File: src/rtl/hazard_control_if.sv
// Control bundle between the 5-stage core datapath and hazard_control.
// The master side is the datapath (operand/EX fields in, enables out); the slave side is hazard_control.
interface hazard_control_if #(
  parameter int CNT_W = 32
);
  logic [4:0]       id_rs1;
  logic [4:0]       id_rs2;
  logic             id_use_rs1;
  logic             id_use_rs2;
  logic             ex_memtoReg;
  logic [4:0]       ex_rd;
  logic             ex_halt;
  logic             branch_taken;
  logic             pc_write;
  logic             ifid_write;
  logic             ifid_flush;
  logic             idex_nop;
  logic             halted;
  logic [CNT_W-1:0] stall_count;
  logic [CNT_W-1:0] flush_count;

  modport master (
    output id_rs1, id_rs2, id_use_rs1, id_use_rs2, ex_memtoReg, ex_rd, ex_halt, branch_taken,
    input  pc_write, ifid_write, ifid_flush, idex_nop, halted, stall_count, flush_count
  );

  modport slave (
    input  id_rs1, id_rs2, id_use_rs1, id_use_rs2, ex_memtoReg, ex_rd, ex_halt, branch_taken,
    output pc_write, ifid_write, ifid_flush, idex_nop, halted, stall_count, flush_count
  );
endinterface

File: src/rtl/hazard_control.sv
// Load-use stall, taken-branch flush and halt-drain control for the 5-stage core.
// Define HAZARD_PERF_CNT_EN to build the saturating stall/flush event counters.
module hazard_control #(
  parameter int LOAD_STALL   = 1,
  parameter int DRAIN_CYCLES = 3,
  parameter int CNT_W        = 32
) (
  input  logic          clock,
  input  logic          reset,
  hazard_control_if.slave hc
);
  typedef enum logic [1:0] {RUN, STALL, DRAIN, HALTED} state_t;

  state_t     state_reg;
  logic [3:0] stall_left_reg;
  logic [3:0] drain_left_reg;
  logic       halted_reg;
  logic       hz;
  logic       active;

  assign hz = hc.ex_memtoReg && (hc.ex_rd != 5'd0) &&
              ((hc.id_use_rs1 && (hc.id_rs1 == hc.ex_rd)) ||
               (hc.id_use_rs2 && (hc.id_rs2 == hc.ex_rd)));
  assign active = (state_reg == RUN) || (state_reg == STALL);
  assign hc.halted = halted_reg;

  always_comb begin
    hc.pc_write   = 1'b1;
    hc.ifid_write = 1'b1;
    hc.ifid_flush = 1'b0;
    hc.idex_nop   = 1'b0;
    if (!active) begin
      hc.pc_write   = 1'b0;
      hc.ifid_write = 1'b0;
      hc.idex_nop   = 1'b1;
    end else if (hc.ex_halt) begin
      hc.pc_write   = 1'b0;
      hc.ifid_write = 1'b0;
      hc.idex_nop   = 1'b1;
    end else if (hc.branch_taken) begin
      // A taken branch overrides an in-progress stall: the stalled instruction is squashed anyway.
      hc.ifid_flush = 1'b1;
      hc.idex_nop   = 1'b1;
    end else if ((state_reg == STALL) || hz) begin
      hc.pc_write   = 1'b0;
      hc.ifid_write = 1'b0;
      hc.idex_nop   = 1'b1;
    end
  end

  always_ff @(posedge clock or posedge reset) begin
    if (reset) begin
      state_reg      <= RUN;
      stall_left_reg <= 4'd0;
      drain_left_reg <= 4'd0;
      halted_reg     <= 1'b0;
    end else begin
      case (state_reg)
        RUN, STALL: begin
          if (hc.ex_halt) begin
            drain_left_reg <= 4'(DRAIN_CYCLES);
            state_reg      <= DRAIN;
          end else if (hc.branch_taken) begin
            state_reg <= RUN;
          end else if (state_reg == STALL) begin
            if (stall_left_reg == 4'd1) state_reg <= RUN;
            else stall_left_reg <= stall_left_reg - 4'd1;
          end else if (hz && (LOAD_STALL > 1)) begin
            // The detection cycle is the first stall cycle, so LOAD_STALL-1 remain.
            stall_left_reg <= 4'(LOAD_STALL - 1);
            state_reg      <= STALL;
          end
        end
        DRAIN: begin
          if (drain_left_reg == 4'd1) begin
            state_reg  <= HALTED;
            halted_reg <= 1'b1;
          end else begin
            drain_left_reg <= drain_left_reg - 4'd1;
          end
        end
        default: state_reg <= HALTED;
      endcase
    end
  end

`ifdef HAZARD_PERF_CNT_EN
  logic [CNT_W-1:0] stall_cnt_reg;
  logic [CNT_W-1:0] flush_cnt_reg;
  logic             stall_evt;
  logic             flush_evt;

  assign stall_evt = active && !hc.ex_halt && !hc.branch_taken && ((state_reg == STALL) || hz);
  assign flush_evt = active && !hc.ex_halt && hc.branch_taken;

  always_ff @(posedge clock or posedge reset) begin
    if (reset) begin
      stall_cnt_reg <= '0;
      flush_cnt_reg <= '0;
    end else begin
      if (stall_evt && !(&stall_cnt_reg)) stall_cnt_reg <= stall_cnt_reg + CNT_W'(1);
      if (flush_evt && !(&flush_cnt_reg)) flush_cnt_reg <= flush_cnt_reg + CNT_W'(1);
    end
  end

  assign hc.stall_count = stall_cnt_reg;
  assign hc.flush_count = flush_cnt_reg;
`else
  assign hc.stall_count = '0;
  assign hc.flush_count = '0;
`endif
endmodule

File: src/flat_wrapper.sv
// flat-port wrapper written by rule: the top's interface ports become plain ports
module hazard_control_flat 
#(
  parameter int LOAD_STALL   = 1,
  parameter int DRAIN_CYCLES = 3,
  parameter int CNT_W        = 32
)
  (clock, reset, hc_id_rs1, hc_id_rs2, hc_id_use_rs1, hc_id_use_rs2, hc_ex_memtoReg, hc_ex_rd, hc_ex_halt, hc_branch_taken, hc_pc_write, hc_ifid_write, hc_ifid_flush, hc_idex_nop, hc_halted, hc_stall_count, hc_flush_count);
  hazard_control_if #(.CNT_W(CNT_W)) hc_i ();
  input  logic clock;
  input  logic reset;
  input wire logic [$bits(hc_i.id_rs1)-1:0] hc_id_rs1;
  input wire logic [$bits(hc_i.id_rs2)-1:0] hc_id_rs2;
  input wire logic [$bits(hc_i.id_use_rs1)-1:0] hc_id_use_rs1;
  input wire logic [$bits(hc_i.id_use_rs2)-1:0] hc_id_use_rs2;
  input wire logic [$bits(hc_i.ex_memtoReg)-1:0] hc_ex_memtoReg;
  input wire logic [$bits(hc_i.ex_rd)-1:0] hc_ex_rd;
  input wire logic [$bits(hc_i.ex_halt)-1:0] hc_ex_halt;
  input wire logic [$bits(hc_i.branch_taken)-1:0] hc_branch_taken;
  output wire logic [$bits(hc_i.pc_write)-1:0] hc_pc_write;
  output wire logic [$bits(hc_i.ifid_write)-1:0] hc_ifid_write;
  output wire logic [$bits(hc_i.ifid_flush)-1:0] hc_ifid_flush;
  output wire logic [$bits(hc_i.idex_nop)-1:0] hc_idex_nop;
  output wire logic [$bits(hc_i.halted)-1:0] hc_halted;
  output wire logic [$bits(hc_i.stall_count)-1:0] hc_stall_count;
  output wire logic [$bits(hc_i.flush_count)-1:0] hc_flush_count;
  assign hc_i.id_rs1 = hc_id_rs1;
  assign hc_i.id_rs2 = hc_id_rs2;
  assign hc_i.id_use_rs1 = hc_id_use_rs1;
  assign hc_i.id_use_rs2 = hc_id_use_rs2;
  assign hc_i.ex_memtoReg = hc_ex_memtoReg;
  assign hc_i.ex_rd = hc_ex_rd;
  assign hc_i.ex_halt = hc_ex_halt;
  assign hc_i.branch_taken = hc_branch_taken;
  assign hc_pc_write = hc_i.pc_write;
  assign hc_ifid_write = hc_i.ifid_write;
  assign hc_ifid_flush = hc_i.ifid_flush;
  assign hc_idex_nop = hc_i.idex_nop;
  assign hc_halted = hc_i.halted;
  assign hc_stall_count = hc_i.stall_count;
  assign hc_flush_count = hc_i.flush_count;
  hazard_control #(.LOAD_STALL(LOAD_STALL), .DRAIN_CYCLES(DRAIN_CYCLES), .CNT_W(CNT_W)) u_core (.clock(clock), .reset(reset), .hc(hc_i));
endmodule
File: config.mk
export PLATFORM = sky130hd
export DESIGN_NAME = hazard_control_flat
export DESIGN_NICKNAME = d
export VERILOG_FILES = /design/src/rtl/hazard_control_if.sv /design/src/rtl/hazard_control.sv /design/src/flat_wrapper.sv
export SDC_FILE = /design/constraint.sdc
export NUM_CORES = 1
export LEC_CHECK = 0
export ABC_CLOCK_PERIOD_IN_PS = 2550
export CAP_MARGIN = 0
export CORE_ASPECT_RATIO = 0.9
export CORE_MARGIN = 4
export CORE_UTILIZATION = 37
export CTS_BUF_LIST = sky130_fd_sc_hd__clkbuf_16
export DETAILED_ROUTE_END_ITERATION = 10
export PLACE_DENSITY = 0.86
export SYNTH_ARGS = -nofsm -noshare
export SYNTH_HDL_FRONTEND = slang
export SYNTH_SLANG_ARGS = --single-unit
File: constraint.sdc
create_clock -name clock -period 2.55 [get_ports clock]
set_input_delay 0.51 -clock clock [delete_from_list [all_inputs] [get_ports clock]]
set_output_delay 0.51 -clock clock [all_outputs]
set_load 0.02 [all_outputs]
; After elaboration in Yosys (flattened, before gate mapping)
; Cells that the tools add are included.
[totals]
regBits = 11
wordCells = 55
[op_classes]
addsub = 2
n_eq_ne = 11
mux = 20
n_bitwise = 3
n_reduce_logical = 15
[op_table]
columns = operator, count
row1 = 1-bit two-way mux, 11
row2 = 5-bit equality test, 2
row3 = 2-bit two-way mux, 5
row4 = "4-bit by 1-bit equality test with 1-bit output, second input constant", 2
row5 = 4-bit two-way mux, 2
row6 = "4-bit by 3-bit inequality test with 1-bit output, second input constant", 2
row7 = 4-bit one-hot mux with 2 select lines, 1
row8 = "4-bit by 1-bit subtractor with 4-bit output, second input constant", 2
row9 = 3-bit AND reduction, 2
row10 = 5-bit AND reduction, 1
row11 = 5-bit nonzero test, 1
row12 = 1-bit logical AND, 4
row13 = "2-bit inequality test, second input constant", 2
row14 = 2-bit one-hot mux with 2 select lines, 1
row15 = 1-bit logical OR, 3
row16 = 1-bit NOT, 3
row17 = "2-bit by 1-bit equality test with 1-bit output, second input constant", 1
row18 = "2-bit equality test, second input constant", 1
row19 = 2-bit zero test, 1
row20 = "2-bit by 1-bit inequality test with 1-bit output, second input constant", 1
row21 = 2-bit AND reduction, 1
row22 = 2-bit nonzero test, 1
row23 = 2-bit OR reduction, 1

; Logic depth before layout (Yosys ltp)
[logic_depth]
depth_word = 9
ltp_mapped = 6
mapped_depth_nobuf = 6

; Worst setup path before layout
; No wires, ideal clock.
[synth_path]
kind = input-to-output
from = in hc_ex_rd[1]
to = out hc_pc_write
arrival_ns = 1.628
required_time_ns = 2.040
path_slack_ns = 0.412
cell_stages = 4
n_path_buf = 1
path_cell_list = or4_1 -> o21ai_2 -> o31a_1 -> buf_4
[synth_between]
elab_chain_len = 9
word_cells_on_any_way = 13
[synth_lines]
columns = item, line
row1 = start: declaration, flat_wrapper.sv:17  ; input wire logic [$bits(hc_i.ex_rd)-1:0] hc_ex_rd;
row2 = "5-bit equality test, on equally long branches", "hazard_control.sv:22, hazard_control.sv:23"
row3 = "1-bit logical AND, on equally long branches", "hazard_control.sv:22, hazard_control.sv:23"
row4 = 1-bit logical OR, hazard_control.sv:22  ; ((hc.id_use_rs1 && (hc.id_rs1 == hc.ex_rd)) ||
row5 = 1-bit logical AND *, hazard_control.sv:21  ; assign hz = hc.ex_memtoReg && (hc.ex_rd != 5'd0) &&
row6 = 1-bit logical OR *, hazard_control.sv:44  ; end else if ((state_reg == STALL) || hz) begin
row7 = 1-bit two-way mux * (4 in series), n/a
row8 = end: declaration, flat_wrapper.sv:20  ; output wire logic [$bits(hc_i.pc_write)-1:0] hc_pc_write;
; Mark *: on every way between the ends. The rest lies on a longest branch, timed or not.

; Worst setup path after layout
[layout_path]
from = in hc_ex_rd[4]
to = out hc_ifid_write
[layout_between]
elab_chain_len = 9
word_cells_on_any_way = 13
[layout_lines]
columns = item, line
row1 = "5-bit equality test, on equally long branches", "hazard_control.sv:22, hazard_control.sv:23"
row2 = "1-bit logical AND, on equally long branches", "hazard_control.sv:22, hazard_control.sv:23"
row3 = 1-bit logical OR, hazard_control.sv:22
row4 = 1-bit logical AND *, hazard_control.sv:21
row5 = 1-bit logical OR *, hazard_control.sv:44
row6 = 1-bit two-way mux *, hazard_control.sv:44
row7 = 1-bit two-way mux *, hazard_control.sv:40  ; end else if (hc.branch_taken) begin
row8 = 1-bit two-way mux *, hazard_control.sv:36  ; end else if (hc.ex_halt) begin
row9 = 1-bit two-way mux *, hazard_control.sv:32  ; if (!active) begin
row10 = end: declaration, flat_wrapper.sv:21  ; output wire logic [$bits(hc_i.ifid_write)-1:0] hc_ifid_write;
; Marked as above.

==> qor.csv <==
stage;metric;value;unit
run_status;status;finished, final reports clean;
die;row count;19;
pwr;P_leak;0.716;nW
final_layout;sequential cell area;275;µm²
final_layout;Area Overhead vs Synth;13.1;%
clocking;Clock Sink Count;11;
setup_path;worst r2r src;u_core.drain_left_reg[1];
drt;ANT nets after route;0;
timing;fin crit share;0.973;
clocking;TritonCTS Buffers;3;
grt;Total GRT Usage;0.0981;
die;starting density of the core;0.392;
logic_synthesis;Syn Inst Count;140;
setup_path;Arrival @ worst endpoint;1970;ps
timing;final setup vio count;0;
timing;fmax;403;MHz
clocking;Max Root-Sink Buffers;2;
setup_path;worst r2r dst;u_core.drain_left_reg[2];
final_layout;Multi-input gate area;664;µm²
pwr;Internal;0.531;mW
final_layout;nets@finish;199;
drt;drt wl/cell;10.2;µm
logic_synthesis;Syn Area/Cell;8.72;µm²
grt;largest net degree at the start of global routing;12;
setup_path;Worst Setup End Kind;primary output;
pwr;Sw Share;0.349;
hold_path;hold path depth;1;
clocking;cts hold-fix bufs;0;
pwr;clock network power share;0.348;
drt;via count;750;
job;max_cap viols;0;
setup_path;crit-path max cell delay;470;ps
clocking;CTS tree;built;
timing;fin. max-slew vios;0;
drt;DR iter-0 viols;28;
setup_path;slowest CP cell;clkdlybuf4s50_1;
final_layout;Antenna diodes;0;
final_layout;filler cell count in the final layout;336;
pwr;VDD IR-drop max;0.222;mV
drt;final wirelength;2180;µm
setup_path;cells along the critical path;clkdlybuf4s50_1, xor2_1, nor4_2, a32oi_1, o31a_1, buf_2;
timing;setup_tns;0;ps
logic_synthesis;top-count cell post-synth;buf_4;
logic_synthesis;sequential share of the synthesized area;0.225;
grt;grt ovf;0;
drt;# DRC;0;
clocking;post-CTS setup buffers;0;
die;Die Height;62.5;µm
setup_path;crit-path max FO;3;
logic_synthesis;Synth area leader;buf_4;
place;Place WS;-482;ps
pwr;NetSw;0.285;mW
logic_synthesis;synth warn;0;
grt;vias in the first global route;692;
die;I/O pin cnt;91;
setup_path;critical path type;primary input to primary output;
timing;final hold viol count;0;
setup_path;WP data required;2040;ps
clocking;Clk pin slew, worst setup/hold paths;40;ps
grt;initial antenna violation count;0;
place;hpwl dp;1870;µm
grt;global-route wire length before repair;3110;µm
logic_synthesis;mapped cell area;1220;µm²
setup_path;Reg2Reg Depth;6;
final_layout;post-layout util;0.444;
logic_synthesis;Synth area leaders;buf_4, dfrtp_1, xor2_1;
clocking;CTS HTree Levels;1;
place;gpl congestion;0.784;
timing;Clock Skew;0.938;ps
pwr;combinational cell fraction of total power;0.333;
die;Die Area;4280;µm²
drt;Vias/cell;3.50;
timing;final worst slack;68.8;ps
timing;RSZ-0062 raised after global routing;false;
pwr;Sequential Power Share;0.319;
logic_synthesis;Post-synth top flop;dfrtp_1;
clocking;clock root cell;clkbuf_16;
pwr;P per Cell Area;591;nW/µm²
logic_synthesis;Post-synth ARST share;1.00;
die;Placeable Area;3110;µm²
logic_synthesis;synthesized flop and latch total;11;
logic_synthesis;Yosys top cell area share;0.400;
logic_synthesis;synth unique cells;27;
logic_synthesis;most frequent cells after synthesis;buf_4, xor2_1, dfrtp_1;
final_layout;fraction of layout cells with a size suffix above 1;0.110;
place;port bufs;26;
hold_path;min-delay src;u_core.hc.halted;
setup_path;startpoint type of the worst setup path;primary input;
timing;final worst path period need;2480;ps
die;Die Width;68.6;µm
hold_path;Min-Delay Path Class;flip-flop to flip-flop;
logic_synthesis;EDFF count, synth;0;
clocking;clk_lat worst skew;240;ps
drt;drt first pass iters;3;
hold_path;hold endpoint;u_core.hc.halted;
setup_path;R2R setup slack;1000;ps
[what timing repair did]
item,CTS,global route
hold endpoints to repair,0,0
setup endpoints to repair,3,2
pin swaps,0,1
gates resized for setup,14,2
[worst max-delay path, delay by kind of cell]
kind / cells / cell delay (ps)
xor gates and xnor gates: 1 / 190
AOI/OAI and AO/OA: 2 / 430
and+or+nand+nor: 1 / 200
buffers and inverters: 2 / 640
[area by class of cell]
| class | count | area share |
|---|---|---|
| Clock inverter | 1 | 0.00362 |
| Inverter | 8 | 0.0217 |
| Sequential cell | 11 | 0.199 |
| Multi-Input combinational cell | 119 | 0.481 |
| Timing Repair Buffer | 30 | 0.202 |
| Clock buffer | 3 | 0.0543 |
| Tap cell | 42 | 0.0380 |
[power groups by stage]
stage          sequential (mW)  clock (mW)  combinational, mW
2_1_floorplan            0.263           0              0.261
3_3_place_gp             0.262           0              0.265
3_5_place_dp             0.263           0              0.271
4_1_cts                  0.261       0.292              0.271
5_1_grt                  0.271       0.302              0.306
6_report                 0.261       0.284              0.272
[how the worst max path moves through the flow]
stage,start,endpoint,depth (start not counted)
finish,hc_ex_rd[4],hc_ifid_write,6
global placement,hc_ex_rd[1],hc_ifid_write,5
CTS,hc_ex_rd[2],hc_ifid_write,6
detailed placement,hc_ex_rd[1],hc_ifid_write,5
global route,hc_ex_rd[4],hc_ifid_write,6
floorplan,hc_ex_rd[1],hc_pc_write,4
[placed cells by master, fill, tap and decap left out, drive strengths merged, types with 2 or more instances in the layout]
| cell type | n |
|---|---|
| conb | 64 |
| clkdlybuf4s50 | 20 |
| xor2 | 12 |
| dfrtp | 11 |
| inv | 8 |
| nor2 | 7 |
| buf | 7 |
| o21ai | 5 |
| nand2 | 4 |
| ha | 4 |
| xnor2 | 3 |
| clkbuf | 3 |
| nor3 | 3 |
| nor4 | 3 |
| nand3 | 2 |
| a21oi | 2 |
| dlymetal6s2s | 2 |
[through the flow]
step | total power [mW] | hold WS (ps) | cells | area (µm²)
6_report | 0.817 | 460 | 214 | 1380
5_1_grt | 0.879 | 497 | 214 | 1380
4_1_cts | 0.824 | 466 | 214 | 1380
3_5_place_dp | 0.534 | 457 | 210 | 1310
3_3_place_gp | 0.527 | 451 | 210 | 1310
2_1_floorplan | 0.524 | 362 | 203 | 1460
[layer usage]
metal	up-vias	track usage	wire, µm
met1	335	0.107	766
met4	0	0.0372	32
li1	382	-	-
met2	28	0.166	1210
met5	-	0	0
met3	5	0.0378	163
[cells by family (layout without fill, tap and decap cells)]
logic type               count (synthesis)  after routing  synth area share
AO/OA/AOI/OAI                           11             11            0.0748
flip-flops                              11             11             0.225
buffers and inverters                   73             42             0.424
other                                    1             64           0.00307
XOR/XNOR                                15             15             0.108
AND/OR/NAND/NOR                         25             25             0.124
adder cells (fa/ha/maj)                  4              4            0.0410
(Power assumes the default switching activity.)
